<file path="config.mk">
export PLATFORM = sky130hd
export DESIGN_NAME = i2c_master_arbiter
export DESIGN_NICKNAME = d
export VERILOG_FILES = /design/src/rtl/i2c_master_arbiter.sv
export SDC_FILE = /design/constraint.sdc
export NUM_CORES = 1
export LEC_CHECK = 0
export CORE_UTILIZATION = 40
export DETAILED_ROUTE_END_ITERATION = 12
export PLACE_DENSITY = 0.72
export SKIP_CTS_REPAIR_TIMING = 1
export SLEW_MARGIN = 10
export SYNTH_ARGS = -nofsm -noshare
export SYNTH_HDL_FRONTEND = slang
export SYNTH_SLANG_ARGS = --single-unit
</file>
<file path="constraint.sdc">
create_clock -name i_clk -period 2.4 [get_ports i_clk]
set_clock_uncertainty 0.05 [all_clocks]
set_input_delay 0.36 -clock i_clk [delete_from_list [all_inputs] [get_ports i_clk]]
set_output_delay 0.36 -clock i_clk [all_outputs]
set_load 0.02 [all_outputs]
</file>
<file path="src/rtl/i2c_master_arbiter.sv">
// Round-robin arbiter sharing one byte-oriented I2C master between several clients.
// A watchdog aborts a hung master transaction so no client can hold the bus forever.
module i2c_master_arbiter #(
  parameter int NUM_CLIENTS    = 2,
  parameter int TIMEOUT_CYCLES = 100000
) (
  input  logic                     i_clk,
  input  logic                     i_rst_n,
  input  logic [NUM_CLIENTS-1:0]   i_c_req,
  input  logic [NUM_CLIENTS-1:0]   i_c_rw,
  input  logic [7*NUM_CLIENTS-1:0] i_c_dev_addr,
  input  logic [8*NUM_CLIENTS-1:0] i_c_reg_addr,
  input  logic [8*NUM_CLIENTS-1:0] i_c_wdata,
  output logic [NUM_CLIENTS-1:0]   o_c_done,
  output logic                     o_c_err,
  output logic [7:0]               o_c_rdata,
  output logic [NUM_CLIENTS-1:0]   o_grant,
  output logic                     o_m_start,
  output logic                     o_m_rw,
  output logic [6:0]               o_m_dev_addr,
  output logic [7:0]               o_m_reg_addr,
  output logic [7:0]               o_m_wdata,
  output logic                     o_m_abort,
  input  logic                     i_m_busy,
  input  logic                     i_m_done,
  input  logic                     i_m_nack,
  input  logic [7:0]               i_m_rdata
);
  localparam int CW = $clog2(TIMEOUT_CYCLES + 1);
  localparam int IW = (NUM_CLIENTS > 1) ? $clog2(NUM_CLIENTS) : 1;
  localparam logic [CW-1:0] TMO_LAST = CW'(TIMEOUT_CYCLES - 1);
  localparam logic [CW-1:0] TMO_SAT  = CW'(TIMEOUT_CYCLES);
  localparam logic [IW-1:0] LAST_IDX = IW'(NUM_CLIENTS - 1);

  // state   | meaning
  // IDLE    | pick next requester round-robin, latch its fields
  // ISSUE   | wait for master idle, then pulse start
  // WAIT    | wait for master done, watchdog running
  // RECOVER | abort issued, wait for master to go idle
  // RESPOND | one-cycle done pulse to the granted client
  typedef enum logic [2:0] {
    S_IDLE, S_ISSUE, S_WAIT, S_RESPOND, S_RECOVER
  } state_t;

  state_t                 r_state, w_state_nxt;
  logic [IW-1:0]          r_rr_ptr, r_gidx;
  logic [NUM_CLIENTS-1:0] r_grant;
  logic [CW-1:0]          r_cnt, w_cnt_inc;
  logic                   r_err, r_m_start, r_m_abort, r_m_rw;
  logic [7:0]             r_rdata, r_m_reg, r_m_wdata;
  logic [6:0]             r_m_dev;
  logic                   w_pick_vld, w_tmo;
  logic [IW-1:0]          w_pick_idx, w_cand;
  logic [NUM_CLIENTS-1:0] w_pick_onehot;
  logic                   w_sel_rw;
  logic [6:0]             w_sel_dev;
  logic [7:0]             w_sel_reg, w_sel_wdata;

  // Scan from the highest offset down so the lowest offset at/after rr_ptr wins.
  always_comb begin
    w_pick_vld = 1'b0;
    w_pick_idx = '0;
    w_cand     = '0;
    for (int i = NUM_CLIENTS - 1; i >= 0; i--) begin
      w_cand = IW'((int'(r_rr_ptr) + i) % NUM_CLIENTS);
      if (i_c_req[w_cand]) begin
        w_pick_vld = 1'b1;
        w_pick_idx = w_cand;
      end
    end
  end

  always_comb begin
    w_sel_rw    = 1'b0;
    w_sel_dev   = '0;
    w_sel_reg   = '0;
    w_sel_wdata = '0;
    for (int k = 0; k < NUM_CLIENTS; k++) begin
      if (w_pick_idx == IW'(k)) begin
        w_sel_rw    = i_c_rw[k];
        w_sel_dev   = i_c_dev_addr[7*k +: 7];
        w_sel_reg   = i_c_reg_addr[8*k +: 8];
        w_sel_wdata = i_c_wdata[8*k +: 8];
      end
    end
  end

  assign w_pick_onehot = {{(NUM_CLIENTS-1){1'b0}}, 1'b1} << w_pick_idx;
  assign w_tmo         = (r_cnt == TMO_LAST);
  assign w_cnt_inc     = (r_cnt == TMO_SAT) ? r_cnt : r_cnt + CW'(1);

  always_ff @(posedge i_clk or negedge i_rst_n) begin
    if (!i_rst_n) r_state <= S_IDLE;
    else          r_state <= w_state_nxt;
  end

  always_comb begin
    w_state_nxt = r_state;
    case (r_state)
      S_IDLE:    if (w_pick_vld) w_state_nxt = S_ISSUE;
      S_ISSUE:   if (!i_m_busy)  w_state_nxt = S_WAIT;
      S_WAIT: begin
        if (i_m_done)   w_state_nxt = S_RESPOND;
        else if (w_tmo) w_state_nxt = S_RECOVER;
      end
      S_RECOVER: if (!i_m_busy)  w_state_nxt = S_RESPOND;
      S_RESPOND: w_state_nxt = S_IDLE;
      default:   w_state_nxt = S_IDLE;
    endcase
  end

  always_ff @(posedge i_clk or negedge i_rst_n) begin
    if (!i_rst_n) begin
      r_rr_ptr  <= '0;
      r_gidx    <= '0;
      r_grant   <= '0;
      r_cnt     <= '0;
      r_err     <= 1'b0;
      r_rdata   <= '0;
      r_m_start <= 1'b0;
      r_m_abort <= 1'b0;
      r_m_rw    <= 1'b0;
      r_m_dev   <= '0;
      r_m_reg   <= '0;
      r_m_wdata <= '0;
    end else begin
      r_m_start <= 1'b0;
      r_m_abort <= 1'b0;
      case (r_state)
        S_IDLE: begin
          if (w_pick_vld) begin
            r_grant   <= w_pick_onehot;
            r_gidx    <= w_pick_idx;
            r_m_rw    <= w_sel_rw;
            r_m_dev   <= w_sel_dev;
            r_m_reg   <= w_sel_reg;
            r_m_wdata <= w_sel_wdata;
            r_cnt     <= '0;
          end
        end
        S_ISSUE: begin
          if (!i_m_busy) begin
            r_m_start <= 1'b1;
            r_cnt     <= '0;
          end else begin
            r_cnt <= w_cnt_inc;
          end
        end
        S_WAIT: begin
          // A done arriving on the timeout edge takes priority over the abort.
          if (i_m_done) begin
            r_err   <= i_m_nack;
            r_rdata <= (r_m_rw && !i_m_nack) ? i_m_rdata : 8'h00;
          end else if (w_tmo) begin
            r_m_abort <= 1'b1;
            r_err     <= 1'b1;
            r_rdata   <= 8'h00;
          end else begin
            r_cnt <= w_cnt_inc;
          end
        end
        S_RESPOND: begin
          r_rr_ptr <= (r_gidx == LAST_IDX) ? '0 : r_gidx + IW'(1);
          r_grant  <= '0;
        end
        default: ;
      endcase
    end
  end

  always_comb begin
    o_c_done  = '0;
    o_c_err   = 1'b0;
    o_c_rdata = '0;
    if (r_state == S_RESPOND) begin
      o_c_done  = r_grant;
      o_c_err   = r_err;
      o_c_rdata = r_rdata;
    end
  end

  assign o_grant      = r_grant;
  assign o_m_start    = r_m_start;
  assign o_m_abort    = r_m_abort;
  assign o_m_rw       = r_m_rw;
  assign o_m_dev_addr = r_m_dev;
  assign o_m_reg_addr = r_m_reg;
  assign o_m_wdata    = r_m_wdata;
endmodule

</file>
Yosys cells after proc, flatten, opt, wreduce, memory -nomap -nowiden:

Index checks and enable logic that the tools add are counted.

* flip-flop bits (word level): 59
* output and inout bits: 39
* word-level logic and storage cells: 82

* $add $sub $neg: 3
* order comparisons: 2
* eq/ne operators: 12
* shift-type cells: 1
* mux-type cells: 40
* reduce and logical (&&, ||, !) cells: 11

Operators with widths (number)
* 2-to-1 mux 17 bit: 5
* case mux 17 bit (3 select lines): 1
* 2-to-1 mux 8 bit: 6
* == test 17 bit (second input constant): 2
* 2-to-1 mux 1 bit: 18
* adder 17 x 1 -> 17 bit (second input constant): 1
* 2-to-1 mux 3 bit: 5
* case mux 3 bit (4 select lines): 1
* inequality test 2 bit (second input constant): 5
* AND reduction 4 bit: 2
* 2-to-1 mux 7 bit: 1
* == test 3 x 2 -> 1 bit (second input constant): 2
* AND reduction 2 bit: 3
* less-than comparator 1 x 2 -> 1 bit (second input constant): 2
* 2-to-1 mux 2 bit: 2
* case mux 2 bit (2 select lines): 1
* nonzero test 2 bit: 2
* == test 3 x 1 -> 1 bit (second input constant): 1
* == test 3 bit (second input constant): 1
* zero test 3 bit: 1
* inequality test 3 bit (second input constant): 1
* nonzero test 3 bit: 1
* adder 1 bit (second input constant): 2
* << shifter 1 x 1 -> 2 bit (first input constant): 1
* other kinds (2): 2

Depth between registers and ports, before layout:

Gate-level depths: netlist of the first run.

* depth after elaboration: 8
* gate-level depth with buffers: 7
* mapped depth without buffers: 6

Worst setup path before layout of the first run:

OpenSTA, ideal clock, no wires.

* path kind: register -> register
* from: register r_cnt[0]
* to: register r_cnt[3]
* library setup time: 0.066 ns
* arrival time: 1.624 ns
* setup slack: 0.659 ns
* stages on the path, launching flop included: 7
* path buffers: 0
* period minus slack after synthesis: 1.741 ns
* cell sequence: dfrtp_1 -> ha_1 -> and4_1 -> nand4_1 -> o21ai_2 -> or4_1 -> nand2_1

* cells in the longest elaborated chain, start to end: 5
* elaborated cells on any way between the ends: 10
* those cells by class: 1 x add/sub; 3 x eq/ne; 5 x mux; 1 x reduce/logical

RTL lines
* start, declared: RTL line 48 `logic [CW-1:0] r_cnt, w_cnt_inc;`
* start signal, assigned: RTL line 146 `r_cnt <= w_cnt_inc;`
* start signal, assigned: RTL line 159 `r_cnt <= w_cnt_inc;`
* adder 17 x 1 -> 17 bit or == test 17 bit (tied branches): RTL line 90 `assign w_cnt_inc = (r_cnt == TMO_SAT) ? r_cnt : r_cnt + CW'(1);`
* 2-to-1 mux 17 bit: RTL line 90
* 2-to-1 mux 17 bit: RTL line 154 `end else if (w_tmo) begin`
* 2-to-1 mux 17 bit: RTL line 151 `if (i_m_done) begin`
* case mux 17 bit (3 select lines): RTL line 129 `case (r_state)`

Parallel ways exist; a longest one is shown, timed or not. The select of a mux whose other input is x is not followed.
A chain may end at the register's enable or synchronous reset.

Final worst setup path of the first run:

* from: register r_state[1]
* to: output o_c_rdata[3]

* cells in the longest elaborated chain, start to end: 2

RTL lines
* start, declared: RTL line 45 `state_t r_state, w_state_nxt;`
* start signal, assigned: RTL line 94 `else r_state <= w_state_nxt;`
* == test 3 x 2 -> 1 bit: RTL line 175 `if (r_state == S_RESPOND) begin`
* 2-to-1 mux 8 bit: RTL line 175
* end, declared: RTL line 16 `output logic [7:0] o_c_rdata,`

Every way passes these cells.

==> metrics.yaml, run 1 <==
clock_tree:
  clk_latency_ns: 0.33
  clock-root-buffer: "clkbuf_8"
  cts.sinks: 59
  cts_buffers: 9
  h-tree-depth: 3
  cts_tree: "yes"
  clockBufferDepth: 2
  cts.reportedPaths.clkPinSlew_ns: 0.06
timing:
  worst_slack_ns: 0.118
  hold_viol: 0
  fin_setup_tns_ns: 0
  hold_ws_ns: 0.430
  max_freq_mhz: 438
  max-slew-margin-rel_pct: 60.6
  finalCritPeriodShare_pct: 95.1
  drv_slew: 0
  fin_crit_ns: 2.28
  tightest_slew_ns: 0.588
  rsz0062_at_grt: "false"
  setup_viol: 0
yosys:
  synthCells: 312
  synth_top_family_by_area: "simple AND/OR/NAND/NOR gates"
  netlist_top_cells_area: "dfrtp_1, mux2i_1, o21ai_0, nand2_1, nor2_1"
  synth_top_area_share_pct: 49.0
  synth-adder-area-share_pct: 0.831
  synthMuxAreaShare_pct: 8.68
  synth_top_cell_by_area: "dfrtp_1"
  ys.flop_type: "dfrtp_1"
  synth_edf_count: 0
  syn_area_sq_um: 3010
  syn_avg_cell_area_sq_um: 9.66
  synth_compound_area_share_pct: 14.5
  synthSimpleGateAreaFrac_pct: 21.3
  yosys.area_share.xor_xnor_pct: 2.33
  ys_async_sr_fraction_pct: 100
  ys_types: 49
  yosysWarnings: 0
  synth-seq-cells: 59
  yosysSeqAreaShare_pct: 49.0
  synth_nets: 377
placed_design:
  place_ws_ns: 0.297
  hpwl_mm: 5.22
  place.gp.congestion: 0.800
  placed_cell_area_sq_um: 4210
  io_buffers: 101
  place_inst: 507
worst_setup_path:
  ff2ff_path_depth: 5
  criticalPathCategory: "register to output pin"
  cp-start-kind: "register"
  worst-r2r-setup-slack_ns: 0.29
  worstPathMaxFanout: 14
  required_ns: 1.99
  critical_path_arrival_ns: 1.87
  rr_endpoint: "r_cnt[7]"
  end_kind: "output pin"
  r2r_start: "r_cnt[12]"
routing:
  ant_nets: 0
  dr.pass1.iters: 4
  post_drt_wl_per_cell_microns: 13.8
  dr_total_vias: 2703
  remaining_drc_errors: 0
  routed_wl_mm: 7.24
  drt_iter0_markers: 144
  via_per_inst: 5.16
run:
  max-cap-violations: 0
cells_and_area:
  nets: 485
  drive_above_1_share_pct: 8.71
  fin_util_pct: 60.6
  multi_input_area_sq_um: 1450
  seqCellArea_sq_um: 1480
  finish.instance_area_sq_um: 4400
  layoutNonFillerInstCount: 524
  area_growth_pct: 45.9
  n_antenna_cell: 0
  fillCellCount: 637
floorplan:
  coreArea_sq_um: 7250
  rows: 31
  die_x_microns: 88.8
  num_io_pins: 102
  die_h_microns: 88.8
  initial_core_util_pct: 41.5
  die_area_sq_um: 7880
pwr:
  peakVddDrop_uv: 545
  p_total_mw: 4.42
  p_per_area_nw_per_um2: 1000
  p_leak_nw: 1.99
global_routing:
  antenna_found_initial: 0
  grt_pass1_wl_mm: 11.8
  grt.total_usage_pct: 19.6
  grt_pass1_vias: 2521
  grt_overflow: 0
  grt_start_max_net_pins: 60
hold_path:
  min_path_cells: 2
  hold_end: "o_m_dev_addr[5]"
  worst_hold_path_type: "register to register"
  hold_path_startpoint: "o_m_dev_addr[5]"
outcome:
  status: "completed"
registers in the layout, indices dropped and copies added (netlist names), 2 cells and up:
register      cells
r_state           3
o_m_reg_addr      8
r_cnt            17
o_m_dev_addr      7
o_grant           2
r_rdata           8
o_m_wdata         8
Yosys cell counts (all sizes together), types with 2 or more instances:
cell,instances
ha,2
o31ai,2
a22o,10
nor4b,3
inv,6
nor2,24
and4,2
clkbuf,9
nand3,7
o21a,3
nand2,43
mux2i,25
nor3,7
a21oi,4
or4b,2
nand4,7
and2,3
dfrtp,59
and3,14
buf,9
nor4,2
xor2,8
nand4b,2
o21ai,38
power by group:
| group | switching [mW] | total [mW] | internal (mW) |
|---|---|---|---|
| registers | 0.240 | 1.58 | 1.34 |
| clock network | 0.382 | 0.811 | 0.429 |
| logic | 1.08 | 2.03 | 0.949 |
placed cells by master (no fill, tap or decap), types with 2 or more instances in the layout:
cell             instances
clkdlybuf4s50_1         99
dfrtp_1                 58
nand2_1                 42
o21ai_0                 36
mux2i_1                 25
nor2_1                  24
and3_1                  14
clkbuf_8                11
a22o_1                  10
buf_4                   10
xor2_1                   8
nand4_1                  7
nand3_1                  7
inv_1                    6
nor3_1                   6
a21oi_1                  4
nor4b_1                  3
and2_1                   3
o21a_1                   3
clkbuf_1                 3
buf_12                   3
and4_1                   2
nor4_1                   2
o31ai_1                  2
nand4b_1                 2
ha_1                     2
clkinv_2                 2
critical path, cell delays in order, from the launching register on:
cell and delay [ns]:
dfrtp_2 0.43, nor2b_1 0.14, buf_4 0.19, and3_1 0.18
clkdlybuf4s50_1 0.61
layout make-up:
class | instances | share of cell area [%]
Sequential cell | 59 | 33.6
Inverter | 6 | 0.512
Clock inverter | 2 | 0.228
Timing Repair Buffer | 115 | 26.2
Clock buffer | 14 | 3.70
Multi-Input combinational cell | 229 | 32.9
Tap cell | 99 | 2.82
routing by layer:
| layer | track usage (%) | up-vias | part of all wire [%] |
|---|---|---|---|
| met1 | 26.5 | 1258 | 45 |
| met5 | 0 | - | 0 |
| met2 | 28.5 | 100 | 46 |
| li1 | - | 1328 | - |
| met3 | 5.88 | 17 | 7.3 |
| met4 | 9.53 | 0 | 2.4 |
kinds of logic (layout without fill, tap and decap cells):
group | Yosys count | in the layout
buf+inv | 24 | 137
compound gates | 69 | 69
mux | 26 | 26
fa+ha+maj | 2 | 2
xor+xnor | 8 | 8
flops | 59 | 59
simple gates | 124 | 124
worst max path at each step:
stage | end | slack [ns] | cells after the start | start
floorplan | r_cnt[3] | 0.66 | 6 | r_cnt[0]
global placement | r_cnt[10] | 0.33 | 5 | i_m_busy
detailed placement | r_cnt[7] | 0.30 | 5 | r_cnt[12]
CTS | o_c_done[0] | 0.04 | 4 | r_state[1]
global route | o_c_rdata[4] | 0.008 | 4 | r_state[1]
finish | o_c_rdata[3] | 0.12 | 4 | r_state[1]
No activity file was read; power rests on OpenSTA's default activity.
==> inputs of run 2 (changes only) <==
--- a/config.mk
+++ b/config.mk
@@ -5,9 +5,8 @@
 export SDC_FILE = /design/constraint.sdc
 export NUM_CORES = 1
 export LEC_CHECK = 0
-export CORE_UTILIZATION = 40
+export CORE_UTILIZATION = 30
 export DETAILED_ROUTE_END_ITERATION = 12
-export PLACE_DENSITY = 0.72
 export SKIP_CTS_REPAIR_TIMING = 1
 export SLEW_MARGIN = 10
 export SYNTH_ARGS = -nofsm -noshare
==> metrics.yaml, run 2 (same netlist as run 1, synthesis figures left out) <==
clock_tree:
  clk_latency_ns: 0.33  # about the same
  clockBufferDepth: 2  # unchanged
  h-tree-depth: 3  # unchanged
  clock-root-buffer: "clkbuf_8"
  cts_buffers: 9  # unchanged
  cts.reportedPaths.clkPinSlew_ns: 0.07  # about the same
  cts_tree: "yes"
  cts.sinks: 59  # unchanged
worst_setup_path:
  worstPathMaxFanout: 9  # -5
  criticalPathCategory: "register to output pin"
  cp_num_buf_inv: 2  # unchanged
  max_stage_delay_ns: 0.61  # about the same
  end_kind: "output pin"
  required_ns: 1.99  # about the same
  critical_path_arrival_ns: 1.87  # about the same
  path_cells: "nor2b_2 > buf_4 > and3_1 > clkdlybuf4s50_1"
  cp_top_family: "buffers and inverters"
  slowest_stage: "clkdlybuf4s50_1"
  cp-start-kind: "register"
cells_and_area:
  fillCellCount: 951  # +49%
  finish.instance_area_sq_um: 4460  # +1.4%
  largest_register_ff_count: 17  # unchanged
  mostFrequentLayoutCell: "clkdlybuf4s50_1"
  n_antenna_cell: 0  # unchanged
  fin_util_pct: 45.6  # -15 points
  seqCellArea_sq_um: 1480  # unchanged
  multi_input_area_sq_um: 1450  # +0.17%
  regMostFlops: "r_cnt"
  final_cell_mix: "clkdlybuf4s50_1, dfrtp_1, nand2_1, o21ai_0, mux2i_1"
  nets: 486  # +0.21%
  area_growth_pct: 47.9
  drive_above_1_share_pct: 9.41  # +0.71 points
global_routing:
  grt_overflow: 0  # unchanged
  grt_pass1_vias: 2576  # +2.2%
  antenna_found_initial: 0  # unchanged
  grt_start_max_net_pins: 50  # -17%
  grt_pass1_wl_mm: 12.2  # +3.8%
  grt.total_usage_pct: 15.3  # -4.3 points
floorplan:
  die_h_microns: 102  # +15%
  coreArea_sq_um: 9770  # +35%
  die_area_sq_um: 10400  # +33%
  rows: 36  # +16%
  initial_core_util_pct: 30.8  # -11 points
  die_x_microns: 102  # +15%
  num_io_pins: 102  # unchanged
placed_design:
  place.gp.congestion: 0.815  # +2.0%
  placed_cell_area_sq_um: 4260  # +1.2%
  io_buffers: 101  # unchanged
  hpwl_mm: 5.51  # +5.6%
routing:
  ant_nets: 0  # unchanged
  drt_iter0_markers: 73  # -49%
  remaining_drc_errors: 0  # unchanged
  post_drt_wl_per_cell_microns: 13.4  # -2.8%
  dr_total_vias: 2667  # -1.3%
  routed_wl_mm: 7.49  # +3.5%
  dr.pass1.iters: 4  # unchanged
  via_per_inst: 4.78  # -7.3%
hold_path:
  worst_hold_path_type: "register to register"
pwr:
  internal_power_mw: 2.78  # +2.3%
  peakVddDrop_uv: 390  # -28%
  p_sw_share_pct: 38.2  # -0.40 points
  p_leak_nw: 1.97  # -0.74%
  p_per_area_nw_per_um2: 1010  # +0.27%
  clockPowerShare_pct: 19.1  # +0.7 points
  seqPwrFrac_pct: 35.4  # -0.3 points
  p_comb_share_pct: 45.5  # -0.5 points
  p_sw_mw: 1.71  # +0.59%
timing:
  fin_crit_ns: 2.28  # -0.00290 ns
  drv_slew: 0  # unchanged
  setup_viol: 0  # unchanged
  rsz0062_at_grt: "false"
  tightest_slew_ns: 0.594  # +0.00601 ns
  finalCritPeriodShare_pct: 95.0  # -0.12 points
  max-slew-margin-rel_pct: 60.2  # -0.40 points
  max_freq_mhz: 439  # +0.13%
  hold_viol: 0  # unchanged
outcome:
  status: "completed"
run:
  max-cap-violations: 0  # unchanged
[run 2: tightest hold or removal path: stages, from the launching register on]
cell and delay [ns]:
dfrtp_1 0.34, nand2_1 0.04, o21ai_0 0.06
[run 2: power groups by stage]
stage,registers [mW],clock network [mW],logic [mW]
after floorplan,1.78,0,0.911
after global placement,1.60,0,2.04
after detailed placement,1.60,0,2.06
after CTS,1.59,0.886,2.07
after global routing,1.65,0.933,2.24
final,1.59,0.857,2.04
[run 2: worst paths after layout]
path / startpoint / endpoint / cells after the start / slack [ns]
setup / recovery: r_state[2] / o_c_rdata[5] / 4 / 0.12
min in group asynchronous: i_rst_n / r_state[2] / 2 / 0.51
max in group asynchronous: i_rst_n / o_m_rw / 3 / 1.19
setup reg to reg: r_cnt[12] / r_cnt[7] / 6 / 0.31
hold / removal: o_m_dev_addr[6] / o_m_dev_addr[6] / 2 / 0.43
hold reg to reg: o_m_dev_addr[6] / o_m_dev_addr[6] / 2 / 0.43
[run 2: cell type report]
type                    count  area share [%]
flip-flops and latches     59            33.2
inverters                   6           0.505
repair buffers            116            26.0
multi-input cells         229            32.5
clock inverters             5            1.24
clock buffers              10            2.86
well taps                 133            3.73
[run 2: stage by stage]
step | hold WS, ns | setup WS, ns | TNS [ns] | cells | total power [mW]
after global placement | 0.331 | 0.292 | 0 | 542 | 3.64
after floorplan | 0.0144 | 0.659 | 0 | 312 | 2.69
final | 0.429 | 0.121 | 0 | 558 | 4.49
after global routing | 0.456 | 0.0224 | 0 | 558 | 4.82
after detailed placement | 0.336 | 0.283 | 0 | 542 | 3.67
after CTS | -0.0239 | -0.0505 | -0.368 | 557 | 4.55
[run 2: metal layers]
layer  global-route usage [%]  up-vias  wire length (microns)
li1                         -     1328                      -
met1                     19.6     1250                   3330
met2                     23.8       82                   3550
met3                     6.02        7                    530
met4                     4.40        0                     79
met5                        0        -                      0
